[src/rtl/ov_seq_ctrl.sv]
// Sequencer for the AVDD overvoltage detector: power-up/settle, trip-code blanking,
// and synchronised, debounced comparator status with a sticky fault and rising-edge irq.
module ov_seq_ctrl #(
    parameter int unsigned SETTLE_CYCLES   = 64,
    parameter int unsigned BLANK_CYCLES    = 16,
    parameter int unsigned DEBOUNCE_CYCLES = 8,
    parameter int unsigned CNT_W           = 8
) (
    input  logic       clk,
    input  logic       resetb,
    input  logic       en_req,
    input  logic [3:0] otrip_req,
    input  logic       isrc_sel_req,
    input  logic       ovout_raw,
    input  logic       fault_clr,
    output logic       ena,
    output logic [3:0] otrip,
    output logic       isrc_sel,
    output logic       ready,
    output logic       ov_flag,
    output logic       ov_fault,
    output logic       ov_irq,
    output logic [1:0] state
);

    localparam logic [1:0] ST_IDLE   = 2'd0;
    localparam logic [1:0] ST_SETTLE = 2'd1;
    localparam logic [1:0] ST_ARMED  = 2'd2;
    localparam logic [1:0] ST_BLANK  = 2'd3;

    localparam logic [CNT_W-1:0] CNT_ZERO    = {CNT_W{1'b0}};
    localparam logic [CNT_W-1:0] CNT_ONE     = {{(CNT_W-1){1'b0}}, 1'b1};
    localparam logic [CNT_W-1:0] CNT_MAX     = {CNT_W{1'b1}};
    localparam logic [CNT_W-1:0] SETTLE_LAST = CNT_W'(SETTLE_CYCLES - 1);
    localparam logic [CNT_W-1:0] BLANK_LAST  = CNT_W'(BLANK_CYCLES - 1);
    localparam logic [CNT_W-1:0] DEB_LAST    = CNT_W'(DEBOUNCE_CYCLES - 1);

    logic             sync1_r;
    logic             ov_sync_r;
    logic [1:0]       state_r,  state_nxt_s;
    logic             ena_r,    ena_nxt_s;
    logic [3:0]       otrip_r,  otrip_nxt_s;
    logic             isrc_r,   isrc_nxt_s;
    logic             ready_r,  ready_nxt_s;
    logic             flag_r,   flag_nxt_s;
    logic             fault_r,  fault_nxt_s;
    logic             irq_r,    irq_nxt_s;
    logic [CNT_W-1:0] cnt_r,    cnt_nxt_s;
    logic [CNT_W-1:0] dcnt_r,   dcnt_nxt_s;
    logic [CNT_W-1:0] cnt_inc_s;
    logic [CNT_W-1:0] dcnt_inc_s;
    logic             otrip_chg_s;
    logic             isrc_chg_s;
    logic             rise_s;

    // Saturating increments so neither counter can ever wrap.
    assign cnt_inc_s   = (cnt_r  == CNT_MAX) ? cnt_r  : cnt_r  + CNT_ONE;
    assign dcnt_inc_s  = (dcnt_r == CNT_MAX) ? dcnt_r : dcnt_r + CNT_ONE;
    assign otrip_chg_s = (otrip_req != otrip_r);
    assign isrc_chg_s  = (isrc_sel_req != isrc_r);

    // Two-flop synchroniser for the asynchronous comparator output.
    always_ff @(posedge clk or negedge resetb) begin
        if (!resetb) begin
            sync1_r   <= 1'b0;
            ov_sync_r <= 1'b0;
        end else begin
            sync1_r   <= ovout_raw;
            ov_sync_r <= sync1_r;
        end
    end

    // Sequencer next state: enable drop first, then bias change, then trip change.
    always_comb begin
        state_nxt_s = state_r;
        ena_nxt_s   = ena_r;
        otrip_nxt_s = otrip_r;
        isrc_nxt_s  = isrc_r;
        ready_nxt_s = ready_r;
        flag_nxt_s  = flag_r;
        cnt_nxt_s   = cnt_r;
        dcnt_nxt_s  = CNT_ZERO;
        if (!en_req) begin
            state_nxt_s = ST_IDLE;
            ena_nxt_s   = 1'b0;
            ready_nxt_s = 1'b0;
            flag_nxt_s  = 1'b0;
            cnt_nxt_s   = CNT_ZERO;
        end else begin
            case (state_r)
                ST_IDLE: begin
                    state_nxt_s = ST_SETTLE;
                    ena_nxt_s   = 1'b1;
                    otrip_nxt_s = otrip_req;
                    isrc_nxt_s  = isrc_sel_req;
                    ready_nxt_s = 1'b0;
                    cnt_nxt_s   = CNT_ZERO;
                end
                ST_SETTLE: begin
                    // Settling already covers blanking, so a trip change does not restart it.
                    if (otrip_chg_s) begin
                        otrip_nxt_s = otrip_req;
                    end else begin
                        otrip_nxt_s = otrip_r;
                    end
                    if (isrc_chg_s) begin
                        isrc_nxt_s = isrc_sel_req;
                        cnt_nxt_s  = CNT_ZERO;
                    end else if (cnt_r >= SETTLE_LAST) begin
                        state_nxt_s = ST_ARMED;
                        ready_nxt_s = 1'b1;
                        cnt_nxt_s   = CNT_ZERO;
                    end else begin
                        cnt_nxt_s = cnt_inc_s;
                    end
                end
                ST_ARMED: begin
                    if (isrc_chg_s) begin
                        state_nxt_s = ST_SETTLE;
                        isrc_nxt_s  = isrc_sel_req;
                        otrip_nxt_s = otrip_req;
                        ready_nxt_s = 1'b0;
                        cnt_nxt_s   = CNT_ZERO;
                    end else if (otrip_chg_s) begin
                        state_nxt_s = ST_BLANK;
                        otrip_nxt_s = otrip_req;
                        ready_nxt_s = 1'b0;
                        cnt_nxt_s   = CNT_ZERO;
                    end else if (ov_sync_r != flag_r) begin
                        if (dcnt_r >= DEB_LAST) begin
                            flag_nxt_s = ~flag_r;
                            dcnt_nxt_s = CNT_ZERO;
                        end else begin
                            dcnt_nxt_s = dcnt_inc_s;
                        end
                    end else begin
                        dcnt_nxt_s = CNT_ZERO;
                    end
                end
                ST_BLANK: begin
                    if (isrc_chg_s) begin
                        state_nxt_s = ST_SETTLE;
                        isrc_nxt_s  = isrc_sel_req;
                        otrip_nxt_s = otrip_req;
                        ready_nxt_s = 1'b0;
                        cnt_nxt_s   = CNT_ZERO;
                    end else if (otrip_chg_s) begin
                        otrip_nxt_s = otrip_req;
                        cnt_nxt_s   = CNT_ZERO;
                    end else if (cnt_r >= BLANK_LAST) begin
                        state_nxt_s = ST_ARMED;
                        ready_nxt_s = 1'b1;
                        cnt_nxt_s   = CNT_ZERO;
                    end else begin
                        cnt_nxt_s = cnt_inc_s;
                    end
                end
                default: begin
                    state_nxt_s = ST_IDLE;
                    ena_nxt_s   = 1'b0;
                    ready_nxt_s = 1'b0;
                    flag_nxt_s  = 1'b0;
                    cnt_nxt_s   = CNT_ZERO;
                end
            endcase
        end
    end

    // Rising edge of the debounced flag drives the irq pulse and sets the sticky fault (set beats clear).
    always_comb begin
        rise_s      = flag_nxt_s & ~flag_r;
        irq_nxt_s   = rise_s;
        fault_nxt_s = rise_s | (fault_r & ~fault_clr);
    end

    // State and output registers.
    always_ff @(posedge clk or negedge resetb) begin
        if (!resetb) begin
            state_r <= ST_IDLE;
            ena_r   <= 1'b0;
            otrip_r <= 4'd0;
            isrc_r  <= 1'b0;
            ready_r <= 1'b0;
            flag_r  <= 1'b0;
            fault_r <= 1'b0;
            irq_r   <= 1'b0;
            cnt_r   <= CNT_ZERO;
            dcnt_r  <= CNT_ZERO;
        end else begin
            state_r <= state_nxt_s;
            ena_r   <= ena_nxt_s;
            otrip_r <= otrip_nxt_s;
            isrc_r  <= isrc_nxt_s;
            ready_r <= ready_nxt_s;
            flag_r  <= flag_nxt_s;
            fault_r <= fault_nxt_s;
            irq_r   <= irq_nxt_s;
            cnt_r   <= cnt_nxt_s;
            dcnt_r  <= dcnt_nxt_s;
        end
    end

    assign state    = state_r;
    assign ena      = ena_r;
    assign otrip    = otrip_r;
    assign isrc_sel = isrc_r;
    assign ready    = ready_r;
    assign ov_flag  = flag_r;
    assign ov_fault = fault_r;
    assign ov_irq   = irq_r;

endmodule

[config.mk]
export PLATFORM = sky130hd
export DESIGN_NAME = ov_seq_ctrl
export DESIGN_NICKNAME = d
export VERILOG_FILES = /design/src/rtl/ov_seq_ctrl.sv
export SDC_FILE = /design/constraint.sdc
export NUM_CORES = 1
export LEC_CHECK = 0
export BUFFER_PORTS_ARGS = -buffer_cell sky130_fd_sc_hd__clkbuf_2
export CAP_MARGIN = 20
export CORE_MARGIN = 3
export CORE_UTILIZATION = 40
export DETAILED_ROUTE_END_ITERATION = 12
export SLEW_MARGIN = 20
export SYNTH_ARGS = -nofsm -noshare
export SYNTH_HDL_FRONTEND = slang
export SYNTH_SLANG_ARGS = --single-unit
[constraint.sdc]
create_clock -name clk -period 2.1 [get_ports clk]
set_input_delay 0.525 -clock clk [delete_from_list [all_inputs] [get_ports clk]]
set_output_delay 0.525 -clock clk [all_outputs]
set_load 0.02 [all_outputs]
==> flow_metrics.py <==
metrics = {
    "floorplan": {
        "start_util": 0.4361,
        "die_w_um": 64.63,
        "num_rows": 20,
        "io_pins": 22,
        "die_area_um2": 4177,
        "core_um2": 3153,
        "die_y_um": 64.63,
    },
    "cells_and_area": {
        "drive_gt1_frac": 0.2756,
        "final_util": 0.5143,
        "synthToLayoutAreaGrowth_pct": 17.93,
        "nNetsFinal": 167,
        "num-fill-cells": 317,
        "diodes": 0,
        "finalNonFillerCells": 200,
    },
    "setup_path": {
        "cp-end-kind": "register",
        "crit_path_max_fanout": 7,
        "slowest_delay_ns": 0.42,
        "crit_path_start": "cnt_r[0]",
        "cp-start-kind": "register",
        "path_cells": "ha_1 > nand3_1 > o2111ai_1 > a21bo_2 > a21oi_1 > mux2i_1",
        "r2r_start": "cnt_r[0]",
        "critPathKind": "register to register",
        "critPathSlowestCell": "dfrtp_1",
        "cp.required_ns": 2.32,
        "worstPathArrival_ns": 1.98,
    },
    "clocking": {
        "cts_hold_buf": 0,
        "clock-root-buffer": "clkbuf_4",
        "cts_buffers": 5,
        "clockBufferDepth": 2,
        "cts_resized": 0,
        "htreeDepth": 2,
        "path_clk_slew_ns": 0.10,
        "clk_latency_ns": 0.33,
        "cts_sinks": 30,
        "cts_tree": "done",
        "cts_setup_buffers": 0,
    },
    "routing": {
        "wl_um": 2583,
        "vias": 1035,
        "vias_per_cell": 5.175,
        "firstDrtPassIters": 4,
        "wl_per_cell_um": 12.92,
        "antenna_left": 0,
        "drtIter0Drc": 47,
        "drc": 0,
    },
    "grt": {
        "grt_pass1_wl_um": 4471,
        "grt_pass1_vias": 1017,
        "grt_max_degree": 31,
        "antenna_found_initial": 0,
        "globalRouteTotalUtil": 0.1406,
        "overflow": 0,
    },
    "timing": {
        "rsz0062_at_grt": "false",
        "fmax_mhz": 566.6,
        "hold_viol": 0,
        "slew-limit-headroom": 0.5042,
        "fin_hold_ws_ns": 0.2314,
        "tightest_slew_ns": 0.7437,
        "fin_crit_sh": 0.8405,
        "slew_violations": 0,
        "tns_ns": 0,
        "setup_viol": 0,
        "fin_skew_ns": 0.009146,
        "fin_crit_ns": 1.765,
    },
    "placement": {
        "hpwl_um": 1880,
        "gp_congestion": 0.7826,
        "io_buffers": 21,
        "dp.cells": 192,
    },
    "synthesis": {
        "ys_seq_area_frac": 0.5460,
        "ys_ff_latch": 30,
        "synthArstFlopShare": 1.000,
        "syn_area_um2": 1375,
        "post_synth_num_cell_types": 37,
        "ys_warn_count": 0,
        "synthFlopType": "dfrtp_1",
        "avgSynthCellArea_um2": 11.18,
        "synth-edff-count": 0,
        "synthCells": 123,
    },
    "pwr": {
        "powerDensity_nw_per_um2": 703.9,
        "p_leak_nw": 0.7597,
        "ir_drop_mv": 0.3714,
    },
    "job": {
        "maxCapViolCount": 0,
    },
    "worst_hold_path": {
        "hold_path_class": "input pin to async pin",
    },
    "outcome": {
        "status": "finished clean",
    },
}
cell families after synthesis:
group	count (synthesis)	synth area share
DFF	30	0.5460
and+or+nand+nor	50	0.2102
buffers and inverters	3	0.008189
AOI/OAI and AO/OA	21	0.1010
muxes	8	0.06278
adders and majority gates	2	0.01820
xor gates and xnor gates	8	0.05096
other	1	0.002727
registers in the layout, indices dropped and copies added, names as in the netlist:
register and flops:
cnt_r 8, dcnt_r 8, ena 1, isrc_sel 1
otrip 4, ov_fault 1, ov_flag 1, ov_irq 1
ov_sync_r 1, ready 1, state 2, sync1_r 1
cell usage after synthesis (2+ instances only):
cell / count / area share
o21ai_0: 2 / 0.0073
xor2_1: 6 / 0.038
mux2_2: 5 / 0.041
nand3_1: 7 / 0.025
a21oi_1: 8 / 0.029
inv_1: 2 / 0.0055
a31oi_1: 3 / 0.014
nor4_1: 2 / 0.0091
nand4_1: 2 / 0.0091
a21bo_2: 2 / 0.015
and2_1: 2 / 0.0091
nand2_1: 12 / 0.033
ha_1: 2 / 0.018
dfrtp_1: 30 / 0.55
nor2_1: 12 / 0.033
mux2i_1: 3 / 0.022
and3_1: 2 / 0.0091
xnor2_1: 2 / 0.013
metrics by stage:
stage                     cell area, µm²  setup WS [ns]  power [mW]
after floorplan                     1386         0.2991      0.7251
after global placement              1558         0.2250      0.7775
after detailed placement            1558         0.1790      0.7848
after CTS                           1622         0.3394       1.158
after global routing                1622         0.1625       1.197
final                               1622         0.3351       1.141
power breakdown:
part | switching [mW] | internal, mW
Sequential | 0.0291 | 0.607
Clock | 0.210 | 0.161
Combinational | 0.0803 | 0.0544
Total | 0.320 | 0.822
critical path: cells and delay by family, from the launching register on:
kind,cells,cell delay (ns)
AOI/OAI and AO/OA,3,0.74
adders and majority gates,1,0.23
DFF,1,0.42
muxes,1,0.09
and+or+nand+nor,1,0.18
placed cells by master, fill, tap and decap left out, types with 2 or more instances in the layout:
cell type and n:
mux2i_1 3, mux2_2 5, and2_1 2, dfrtp_1 30, conb_1 4, clkbuf_2 21
o21ai_0 2, ha_1 2, inv_1 2, a21bo_2 2, a31oi_1 3, nand2_1 12
nand4_1 2, nor4_1 2, buf_4 2, a21oi_1 8, xor2_1 6, clkbuf_4 5
nand3_1 7, and3_1 2, nor2_1 12, xnor2_1 2
metal layers:
layer  track usage  wire length [µm]  up-vias
li1              -                 -      501
met1        0.1773              1161      501
met2        0.2255              1267       27
met3       0.03293               105        6
met4       0.07124                49        0
met5             0                 0        -
worst paths after layout:
path	end	depth (start not counted)	slack, ns
worst max register to register	cnt_r[5]	6	0.34
max in group asynchronous	ready	1	1.38
min in group clk	sync1_r	1	0.29
worst max-delay path	cnt_r[5]	6	0.34
worst min-delay path	dcnt_r[4]	1	0.23
worst min register to register	ov_sync_r	0	0.36
area by class of cell:
class / instances / area [µm²] / area share
multi-input cells: 93 / 624.3 / 0.3850
inverters: 2 / 7.507 / 0.004630
clock inverters: 2 / 12.51 / 0.007716
flip-flops and latches: 30 / 750.7 / 0.4630
repair buffers: 23 / 120.1 / 0.07407
well taps: 44 / 55.05 / 0.03395
clock buffers: 6 / 51.30 / 0.03164
No activity file was read; power rests on OpenSTA's default activity.
